$ cat config.mk
export PLATFORM = sky130hd
export DESIGN_NAME = coeff_byte_assembler_flat
export DESIGN_NICKNAME = d
export VERILOG_FILES = /design/src/rtl/dilithium_pkg.sv /design/src/rtl/coeff_byte_assembler_if.sv /design/src/rtl/coeff_byte_assembler.sv /design/src/flat_wrapper.sv
export SDC_FILE = /design/constraint.sdc
export NUM_CORES = 1
export LEC_CHECK = 0
export CAP_MARGIN = 20
export CORE_MARGIN = 2
export CORE_UTILIZATION = 52
export DETAILED_ROUTE_END_ITERATION = 16
export HOLD_SLACK_MARGIN = 0.08
export PLACE_DENSITY_LB_ADDON = 0.1
export SETUP_SLACK_MARGIN = 0.05
export SLEW_MARGIN = 0
export SYNTH_ARGS = -nofsm -noshare
export SYNTH_HDL_FRONTEND = slang
export SYNTH_SLANG_ARGS = --single-unit
$ cat constraint.sdc
create_clock -name clk -period 2.25 [get_ports clk]
set_input_delay 0.5625 -clock clk [delete_from_list [all_inputs] [get_ports clk]]
set_output_delay 0.5625 -clock clk [all_outputs]
set_load 0.1 [all_outputs]
$ cat src/rtl/dilithium_pkg.sv
// Shared Dilithium definitions for the byte assembler and the Decompose stage.
//   Q       : modulus 8380417
//   N       : coefficients per polynomial
//   GAMMA2  : (Q-1)/32, low-order rounding range used by Decompose
//   coeff_t : 32-bit coefficient word (the Decompose `r` input)
//   asm_state_t : control states of coeff_byte_assembler
package dilithium_pkg;

  localparam int Q      = 8380417;
  localparam int N      = 256;
  localparam int GAMMA2 = (Q - 1) / 32;

  typedef logic [31:0] coeff_t;

  typedef enum logic [1:0] {
    IDLE    = 2'd0,
    COLLECT = 2'd1,
    EMIT    = 2'd2,
    DONE    = 2'd3
  } asm_state_t;

  // Little-endian 23-bit candidate; bit 7 of the top byte is discarded.
  function automatic logic [22:0] rej_candidate(input logic [7:0] b2,
                                                input logic [7:0] b1,
                                                input logic [7:0] b0);
    return {b2[6:0], b1, b0};
  endfunction

endpackage

$ cat src/rtl/coeff_byte_assembler_if.sv
// Byte-in / coefficient-out handshake bundle of coeff_byte_assembler.
//   in_byte, in_valid, in_ready : byte stream into the assembler
//   out_coeff, out_valid, out_ready : accepted coefficient towards Decompose
// Modports: slave = the assembler, master = the producer/consumer side.
interface coeff_byte_assembler_if #(
  parameter int WIDTH = 32
);
  logic [7:0]       in_byte;
  logic             in_valid;
  logic             in_ready;
  logic [WIDTH-1:0] out_coeff;
  logic             out_valid;
  logic             out_ready;

  modport slave (
    input  in_byte, in_valid, out_ready,
    output in_ready, out_coeff, out_valid
  );

  modport master (
    output in_byte, in_valid, out_ready,
    input  in_ready, out_coeff, out_valid
  );
endinterface

$ cat src/rtl/coeff_byte_assembler.sv
// Collects bytes three at a time, forms 23-bit little-endian candidates,
// rejects those >= Q and hands accepted ones to Decompose until N
// coefficients have been delivered.
// Ports:
//   clk       : system clock
//   rst       : asynchronous, active-low reset
//   start     : one-cycle pulse, begins a run (honoured in IDLE/DONE only)
//   bus       : byte-in / coefficient-out handshake (slave modport)
//   busy      : run in progress (COLLECT or EMIT)
//   done      : N coefficients delivered, held until the next start
//   rej_count : candidates rejected this run, saturating
module coeff_byte_assembler
  import dilithium_pkg::*;
#(
  parameter int WIDTH = 32,
  parameter int Q     = dilithium_pkg::Q,
  parameter int N     = dilithium_pkg::N,
  parameter int CNT_W = 16
) (
  input  logic                      clk,
  input  logic                      rst,
  input  logic                      start,
  coeff_byte_assembler_if.slave     bus,
  output logic                      busy,
  output logic                      done,
  output logic [CNT_W-1:0]          rej_count
);

  localparam int              IDX_W    = (N > 1) ? $clog2(N) : 1;
  localparam logic [IDX_W-1:0] LAST_IDX = IDX_W'(N - 1);
  localparam logic [23:0]     Q_BOUND  = 24'(Q);

  function automatic logic [CNT_W-1:0] sat_inc(input logic [CNT_W-1:0] v);
    return (&v) ? v : v + 1'b1;
  endfunction

  asm_state_t       state_q, state_d;
  logic [1:0]       byte_idx_q, byte_idx_d;
  logic [7:0]       b0_q, b0_d;
  logic [7:0]       b1_q, b1_d;
  logic [IDX_W-1:0] coeff_idx_q, coeff_idx_d;
  logic [CNT_W-1:0] rej_q, rej_d;
  logic [WIDTH-1:0] coeff_q, coeff_d;

  logic [22:0]      cand;
  logic             cand_ok;

  // Third-byte cycle: candidate formed and compared combinationally,
  // result captured together with out_coeff.
  always_comb begin
    cand    = rej_candidate(bus.in_byte, b1_q, b0_q);
    cand_ok = {1'b0, cand} < Q_BOUND;

    state_d     = state_q;
    byte_idx_d  = byte_idx_q;
    b0_d        = b0_q;
    b1_d        = b1_q;
    coeff_idx_d = coeff_idx_q;
    rej_d       = rej_q;
    coeff_d     = coeff_q;

    unique case (state_q)
      IDLE, DONE: begin
        if (start) begin
          state_d     = COLLECT;
          byte_idx_d  = '0;
          coeff_idx_d = '0;
          rej_d       = '0;
        end
      end
      COLLECT: begin
        if (bus.in_valid) begin
          unique case (byte_idx_q)
            2'd0: begin
              b0_d       = bus.in_byte;
              byte_idx_d = 2'd1;
            end
            2'd1: begin
              b1_d       = bus.in_byte;
              byte_idx_d = 2'd2;
            end
            default: begin
              byte_idx_d = 2'd0;
              if (cand_ok) begin
                coeff_d = {{(WIDTH-23){1'b0}}, cand};
                state_d = EMIT;
              end else begin
                rej_d = sat_inc(rej_q);
              end
            end
          endcase
        end
      end
      EMIT: begin
        if (bus.out_ready) begin
          if (coeff_idx_q == LAST_IDX) begin
            state_d = DONE;
          end else begin
            coeff_idx_d = coeff_idx_q + 1'b1;
            state_d     = COLLECT;
          end
        end
      end
      default: state_d = IDLE;
    endcase
  end

  // Register stage: control and datapath state.
  always_ff @(posedge clk or negedge rst) begin
    if (!rst) begin
      state_q     <= IDLE;
      byte_idx_q  <= '0;
      b0_q        <= '0;
      b1_q        <= '0;
      coeff_idx_q <= '0;
      rej_q       <= '0;
      coeff_q     <= '0;
    end else begin
      state_q     <= state_d;
      byte_idx_q  <= byte_idx_d;
      b0_q        <= b0_d;
      b1_q        <= b1_d;
      coeff_idx_q <= coeff_idx_d;
      rej_q       <= rej_d;
      coeff_q     <= coeff_d;
    end
  end

  // Outputs decoded from the state register only, so neither in_valid nor
  // out_ready reaches an output combinationally.
  assign bus.in_ready  = (state_q == COLLECT);
  assign bus.out_valid = (state_q == EMIT);
  assign bus.out_coeff = coeff_q;
  assign busy          = (state_q == COLLECT) || (state_q == EMIT);
  assign done          = (state_q == DONE);
  assign rej_count     = rej_q;

endmodule

$ cat src/flat_wrapper.sv
// flat-port wrapper written by rule: the top's interface ports become plain ports
module coeff_byte_assembler_flat import dilithium_pkg::*;
#(
  parameter int WIDTH = 32,
  parameter int Q     = dilithium_pkg::Q,
  parameter int N     = dilithium_pkg::N,
  parameter int CNT_W = 16
)
  (clk, rst, start, busy, done, rej_count, bus_in_byte, bus_in_valid, bus_out_ready, bus_in_ready, bus_out_coeff, bus_out_valid);
  coeff_byte_assembler_if #(.WIDTH(WIDTH)) bus_i ();
  input  logic clk;
  input  logic rst;
  input  logic start;
  output logic busy;
  output logic done;
  output logic [CNT_W-1:0] rej_count;
  input wire logic [$bits(bus_i.in_byte)-1:0] bus_in_byte;
  input wire logic [$bits(bus_i.in_valid)-1:0] bus_in_valid;
  input wire logic [$bits(bus_i.out_ready)-1:0] bus_out_ready;
  output wire logic [$bits(bus_i.in_ready)-1:0] bus_in_ready;
  output wire logic [$bits(bus_i.out_coeff)-1:0] bus_out_coeff;
  output wire logic [$bits(bus_i.out_valid)-1:0] bus_out_valid;
  assign bus_i.in_byte = bus_in_byte;
  assign bus_i.in_valid = bus_in_valid;
  assign bus_i.out_ready = bus_out_ready;
  assign bus_in_ready = bus_i.in_ready;
  assign bus_out_coeff = bus_i.out_coeff;
  assign bus_out_valid = bus_i.out_valid;
  coeff_byte_assembler #(.WIDTH(WIDTH), .Q(Q), .N(N), .CNT_W(CNT_W)) u_core (.clk(clk), .rst(rst), .start(start), .bus(bus_i), .busy(busy), .done(done), .rej_count(rej_count));
endmodule
==> impl_results.md <==
- Status: finished, final reports clean
- Area of the mapped netlist: 3420 µm²
- CTS Buf Count: 9
- CP endpoint kind: flip-flop
- Largest net degree at the start of global routing: 39
- DRT Pass-1 Iters: 4
- Mean post-synth cell area: around 11 µm²
- Slowest CP cell: or4_4
- Minimum clock period: approximately 2.1 ns
- Final net count: 413
- Worst path max stage delay: 0.55 ns
- CP top delay family: simple AND/OR/NAND/NOR gates
- Number of antenna violations at the first check in global routing: 0
- Crit path launch type: flip-flop
- Number of global-route vias before repair: 2633
- Antenna cells: 0
- CP cell instances: ha_1, nand2_1, or4_4, o21ai_4, buf_4, o221ai_1
- CP startpoint: u_core.rej_count[0]$_DFFE_PN0P_
- FF+latch count, synth: between 60 and 70
- Commonest non-fill, non-tap cell in the layout: buf_4
- Rows: 29
- Max Fclk: about 470 MHz
- Ports: 65
- YS warnings: 0
- Routed Antenna Nets: 0
- Longest Clk Path Bufs: 2
- Final setup vio count: 0
- Max cap viols: 0
- HP Class: in -> async
- RSZ-0062 raised after global routing: yes
- Final Skew: 0.00958 ns
- CTS Sinks: 67
- Most frequent cells in the layout: buf_4, dfrtp_1, nand2_1, mux2_4, mux2_2
- Ys flop type: dfrtp_1
- Top cell type by total area after synthesis: dfrtp_1
- Die area: 7240 µm²
- Post-synthesis sequential area ratio: 49.0%
- Gr usage total: 22.2%
- Hold_buf cts: 0
- Crit-path max FO: 14
- RD Place Congestion: 0.907
- Detailed placement HPWL: ~5.6 mm
- Initial Utilization: 53.9%
- Critical path data arrival time: 2.33 ns
- Htree depth: 3
- Setup TNS: 0 ns
- Area contributors post-synth: dfrtp_1, mux2_4, mux2_2
- DR vias: 2686
- Drt via density: 5.67
- Initial drt markers: 64
- Share of cells above drive strength 1: 41.6%
- IO Port Bufs: 55
- Drt wl/cell: 16.9 µm
- Clock latency on the worst-skew pair: about 0.34 ns
- FFs w/ async S/R, synth: 100%
- Endpoints failing hold: 0
- Core area: 6350 µm²
- Worst setup path class: reg -> reg
- Critical Path RT: 2.46 ns
- Final WL: 8.01 mm
- Reg-to-Reg Start: u_core.rej_count[0]$_DFFE_PN0P_
- Post-synth cell types: 47
- First-pass GRT wire length: 12.6 mm
- Drt drc: 0
- Congestion Overflow GR: 0
- Slew Viols, Final: 0
- Post-synth top area share: 49.0%
- Synthesis-to-finish area growth: 32.6%
- Setup bufs post-CTS: 0
- CTS tree: done
- Root Driver: clkbuf_8
- Number of synthesized flops with an enable pin: 0
- Clk pin slew, worst setup/hold paths: 0.07 ns
- Die span in x: 85.1 µm
- Die extent in y: 85.1 µm
- Crit share post-route: 94.5%
- Worst path bufs/invs: 1
- Post-synthesis cell count: 301
registers in the layout, summed over array words and instances, names as in the netlist:
| name | count |
|---|---|
| u_core.bus.out_coeff | 23 |
| u_core.rej_count | 16 |
| u_core.b0_q | 8 |
| u_core.b1_q | 8 |
| u_core.coeff_idx_q | 8 |
| u_core.byte_idx_q | 2 |
| u_core.state_q | 2 |
cells in the mapped netlist (2+ instances only):
master	number
o31ai_1	8
buf_4	9
ha_1	6
inv_1	8
o2111ai_1	2
or3_1	3
clkbuf_1	4
nor3_1	7
o211ai_1	2
buf_6	3
nand2_1	29
or4_4	2
nor2b_1	4
a22o_1	6
or4_1	8
and4_1	2
mux2i_1	6
nand4_1	5
buf_2	2
mux2_2	19
or2_2	3
nor2_1	9
nand3_1	16
a21oi_1	12
mux2_4	20
and3_1	4
o21ai_0	12
nor4_1	5
dfrtp_1	67
metal layers:
layer  wire, µm  global-route usage (%)
met3        300                    5.35
met4        118                    9.24
met1       3590                    28.1
met5          0                       0
met2       4000                    36.6
worst paths after layout:
check / end / slack [ns] / cells past startpoint
setup / recovery: u_core.rej_count[1]$_DFFE_PN0P_ / 0.12 / 6
hold / removal: u_core.coeff_idx_q[7]$_DFFE_PN0P_ / 0.17 / 1
setup reg to reg: u_core.rej_count[1]$_DFFE_PN0P_ / 0.12 / 6
hold reg to reg: u_core.coeff_idx_q[0]$_DFFE_PN0P_ / 0.50 / 1
max in group asynchronous: u_core.bus.out_coeff[5]$_DFFE_PN0P_ / 1.51 / 2
min in group clk: u_core.coeff_idx_q[0]$_DFFE_PN0P_ / 0.50 / 1
area by class of cell:
cell class | instances | area [µm²]
fill | 458 | 1820
sequential | 67 | 1700
multi-input combinational | 216 | 1680
timing repair buffer | 92 | 856
clock buffer | 11 | 131
tap | 77 | 96.3
clock inverter | 3 | 42.5
inverter | 8 | 30.0
metrics by stage:
| stage | instances | worst slack [ns] | cell area (µm²) | hold WS (ns) | util, % |
|---|---|---|---|---|---|
| final | 474 | 0.123 | 4530 | 0.171 | 71.4 |
| after detailed placement | 458 | -0.366 | 4260 | 0.492 | 67.0 |
| after global routing | 474 | 0.00488 | 4530 | 0.191 | 71.4 |
| after global placement | 458 | -0.343 | 4260 | 0.490 | 67.0 |
| after CTS | 472 | 0.0591 | 4430 | 0.171 | 69.8 |
| after floorplan | 309 | 0.0506 | 3500 | 0.267 | - |
logic make-up after synthesis:
logic type,share of synthesized area (%)
other,0.110
adders and majority gates,2.20
AOI/OAI and AO/OA,10.8
muxes,16.8
DFF,49.0
and+or+nand+nor,16.5
buffers and inverters,4.57
what timing repair did:
action,CTS,global route
pin swaps,2,3
resized for setup,1,14
gates cloned,0,2
setup endpoints to repair,25,35
Power is not shown: default switching activity piles up to over one toggle a cycle in this logic, so the estimate is an artifact.
==> RTL edit 1: new RTL, same settings <==
Re-encode `asm_state_t` (4 states) as one-hot, 4 bits wide.
--- a/src/rtl/dilithium_pkg.sv
+++ b/src/rtl/dilithium_pkg.sv
@@ -12,11 +12,11 @@
 
   typedef logic [31:0] coeff_t;
 
-  typedef enum logic [1:0] {
-    IDLE    = 2'd0,
-    COLLECT = 2'd1,
-    EMIT    = 2'd2,
-    DONE    = 2'd3
+  typedef enum logic [3:0] {
+    IDLE    = 4'b0001,
+    COLLECT = 4'b0010,
+    EMIT    = 4'b0100,
+    DONE    = 4'b1000
   } asm_state_t;
 
   // Little-endian 23-bit candidate; bit 7 of the top byte is discarded.
Check against the original RTL: no difference found for any inputs over 4 cycles, from zero or initial values and one cycle with rst low; so few cycles prove little.
==> RTL edit 1 against the unedited design <==
Via count is 8.2% lower. Sequential cell count up 2. Non-clock buffer count fell by 1. Final cell count shrank 5.1%. Global-route usage rose by 0.37 points. Synthesized cell count shrank 8.0%. Core utilization increased by 4.2 points. Critical path depth down 2. Critical path type is now reg -> out. Synthesized area shrank 5.9%. Design area is 0.66% lower. Setup slack got worse by 0.12 ns. Routed wire length decreased by 5.7%.
==> RTL edit 1: results (changes against the unedited design) <==
| Metric | Value |
|---|---|
| Worst R2R Setup Slack | 0.10 ns (-0.02 ns) |
| Clock Skew | 0.00770 ns (-0.00189 ns) |
| Post-cts repair resize count | 6 (+5) |
| Setup crit start | u_core.state_q[3] |
| Gate Count Post-Synth | 277 (-8.0%) |
| R2r endpoint | u_core.b0_q[6] |
| Status | finished, final reports clean |
| Worst endpoint data arrival time | 1.68 ns (-0.65 ns) |
| Area contributors post-synth | dfrtp_1 53%, mux2_2 14%, buf_4 2.6% |
| Yosys cell types | 42 (-11%) |
| DR vias | 2467 (-8.2%) |
| Proportion of layout cells with a drive suffix above 1 | 47.5% (+5.9 points) |
| WL/cell | 16.8 µm (-0.71%) |
| Crit Path Max Fanout | 4 (-10) |
| Commonest cells post-synth | 68 x dfrtp_1, 40 x mux2_2, 19 x nand2_1 |
| Reg2reg path depth | 8 (+2) |
| First-pass GRT wire length | 11600 µm (-8.5%) |
| R2r startpoint | u_core.state_q[3] |
| Post-synthesis sequential area ratio | 53.7% (+4.7 points) |
| Post-CTS Setup Inserts | 5 (+5) |
| # diodes | 0 (unchanged) |
| Cells after DPL | 424 (-7.4%) |
| Worst-skew pair later-pin latency | 0.35 ns |
| Placement Setup Slack | -0.341 ns (+0.0254 ns) |
| Maximum VDD drop | 0.658 mV |
| Final HPWL from detailed placement | 4920 µm (-13%) |
| Vias in the first global route | 2366 (-10%) |
| Routed WL | 7550 µm (-5.7%) |
| CP max stage cell | or4b_4 |
| Final Wtd Congestion | 0.794 (-12%) |
| Aggregate global-route resource usage | 22.6% (+0.37 points) |
| # nets final | 385 (-6.8%) |
| DRT Pass-1 Iters | 4 (unchanged) |
| Initial DRC Count | 74 (+16%) |
## RTL edit 1: cell count changes after synthesis, sizes merged, moves of 6 or more
cell   delta
o31ai     -8
xnor2     +8
nor2      +8
or4      -10
nand2    -10
nand3     -8
a22o      -6
## RTL edit 1: per-layer routing
metal	part of all wire, %	vias up	wire (µm)	GRT usage (%)
met5	0	-	0	0
met4	0.86	0	65	9.34
met3	3.4	7	259	3.59
met2	50	50	3750	35.9
met1	46	1241	3480	30.9
li1	-	1169	-	-
## RTL edit 1: cell type report
type                    count  area [µm²]
flip-flops and latches     69        1740
multi-input cells         192        1550
fillers                   406        1450
repair buffers             91         855
clock buffers               9         124
clock inverters             7        98.8
well taps                  75        93.8
inverters                   7        42.5
## RTL edit 1: report_power, final
group          switching (µW)  leakage [µW]  internal (µW)
sequential                200      0.000922           1470
clock                     501      0.000110            629
combinational            1010       0.00112            568
total                    1710       0.00215           2660
## RTL edit 1: per-stage QoR
stage | hold WS, ns | cell area, µm²
final | 0.194 | 4500
after global routing | 0.247 | 4500
after CTS | 0.202 | 4320
after detailed placement | 0.499 | 4040
after global placement | 0.492 | 4040
after floorplan | 0.267 | 3340
## RTL edit 1: cells by family after synthesis
group | share of synthesized area, %
other | 0.117
adders and majority gates | 0.778
buffers and inverters | 4.78
DFF | 53.7
xor gates and xnor gates | 3.54
and+or+nand+nor | 15.5
AOI/OAI and AO/OA | 7.27
muxes | 14.3
## RTL edit 1: worst register-to-register path, delay by kind of cell (launching register included)
| family | cells | cell delay (ns) |
|---|---|---|
| AND/OR/NAND/NOR | 3 | 0.83 |
| buffers and inverters | 4 | 0.48 |
| multiplexers | 1 | 0.33 |
| flip-flops | 1 | 0.41 |
==> RTL edit 2: new RTL, same settings <==
Without the edit above. Set the package constant `N` to 128 (it was 256).
--- a/src/rtl/dilithium_pkg.sv
+++ b/src/rtl/dilithium_pkg.sv
@@ -7,7 +7,7 @@
 package dilithium_pkg;
 
   localparam int Q      = 8380417;
-  localparam int N      = 256;
+  localparam int N      = 128;
   localparam int GAMMA2 = (Q - 1) / 32;
 
   typedef logic [31:0] coeff_t;
Function: no difference found for any inputs over 4 cycles, from zero or initial values and one cycle with rst low; that may be too few to reach the edited logic, so the function may still have changed.
==> RTL edit 2 against the unedited design <==
Final cell count fell by 1.5%. Setup slack got worse by 0.030 ns. Routed wire length fell by 5.5%. Sequential cell count fell by 1. Design area fell by 1.1%. Synthesized area fell by 1.4%.
==> RTL edit 2: results (changes against the unedited design) <==
| Metric | Value |
|---|---|
| Wl on met1 | 3500 µm (-2.7%) |
| Multi-input gate area | 1620 µm² (-3.4%) |
| Fillers | 446 (-2.6%) |
| Compound-Gate Fraction of Synth Area | 8.65% (-2.2 points) |
| Met2 Use GR | 33.9% (-2.7 points) |
| Clkbuf count | 12 (+1) |
| Crit Path Max Fanout | 18 (+4) |
| Initial DRC Count | 121 (+89%) |
| Seq_cells | 66 (-1.5%) |
| Inverters | 7 (-1) |
| Power, Total | 7200 µW |
| Final HPWL from detailed placement | 5180 µm (-8.1%) |
| Pin count of the biggest net entering global routing | 67 (+72%) |
| Signal buffers share of area | 19.1% (+0.26 points) |
| Yosys cell types | 46 (-2.1%) |
| ClkCell Share | 4.57% (+0.74 points) |
| First-pass GRT wire length | 12400 µm (-1.7%) |
| Post-synthesis sequential area ratio | 49.0% (about the same) |
| Aggregate global-route resource usage | 22.0% (-0.19 points) |
| CP max stage cell | or4_1 |
| Area contributors post-synth | dfrtp_1 49%, mux2_4 8.9%, mux2_2 6.7% |
| Gate Count Post-Synth | 290 (-3.7%) |
| Non-Filler Instances | 467 (-1.5%) |
| Synthesized-area fraction occupied by adder cells | 2.23% (+0.032 points) |
| Xor/xnor share of the synthesized area | 0.520% (+0.52 points) |
| FF/Latch Area | 1680 µm² (-1.3%) |
| WL met3 | 347 µm (+16%) |
| Cells after DPL | 445 (-2.8%) |
| WL met2 | 3570 µm (-11%) |
| Status | finished, final reports clean |
| Synth Area per Inst | 11.6 µm² (+2.3%) |
| Multi-In Gates | 206 (-4.6%) |
| Area after DPL | 4180 µm² (-1.8%) |
| Worst endpoint data arrival time | 2.43 ns (+0.10 ns) |
[RTL edit 2: cell types whose count changed after synthesis, moves of 4 or more]
cell      before  now
or3_1          3    7
nand4_1        5   10
nand2_1       29   19
a21oi_1       12   16
nand2b_1       1    5
nand3_1       16   11
a22o_1         6    0
[RTL edit 2: path summary, 6_finish.rpt]
kind                       cells past startpoint                     start                       end  slack (ns)
min                                            2                       rst   u_core.bus.out_coeff[9]        0.24
min in group clk                               1  u_core.bus.out_coeff[18]  u_core.bus.out_coeff[18]        0.51
min reg2reg                                    1  u_core.bus.out_coeff[18]  u_core.bus.out_coeff[18]        0.51
max reg2reg                                    7         u_core.state_q[0]      u_core.rej_count[10]        0.12
max                                            8            bus_in_byte[0]       u_core.rej_count[4]        0.09
max in group asynchronous                      2                       rst       u_core.rej_count[1]        1.70
[RTL edit 2: critical path: cells and delay by family]
| kind | cells | cell delay [ns] |
|---|---|---|
| AND/OR/NAND/NOR | 3 | 0.84 |
| buffers and inverters | 3 | 0.79 |
| AO/OA/AOI/OAI | 2 | 0.24 |
[RTL edit 2: logic make-up (layout without fill, tap and decap cells)]
family          after synthesis  after routing
other cells                   1              9
fa+ha+maj                     6              6
buf+inv                      26            118
flops                        66             66
xor+xnor                      2              2
mux                          45             45
simple gates                 99             99
compound gates               45             45
[RTL edit 2: stage by stage]
step	hold WS (ns)	util, %	worst slack (ns)
6_report	0.236	71.0	0.0924
5_1_grt	0.248	71.0	0.00213
4_1_cts	0.241	69.7	0.0520
3_5_place_dp	0.497	66.2	-0.283
3_3_place_gp	0.495	66.2	-0.255
2_1_floorplan	0.267	-	-0.00825
[RTL edit 2: what timing repair did]
item	in CTS	in global routing
pin swaps	0	4
cloned	0	1
setup buffers	2	3
endpoints found under the setup margin	2	34
resized for setup	0	13
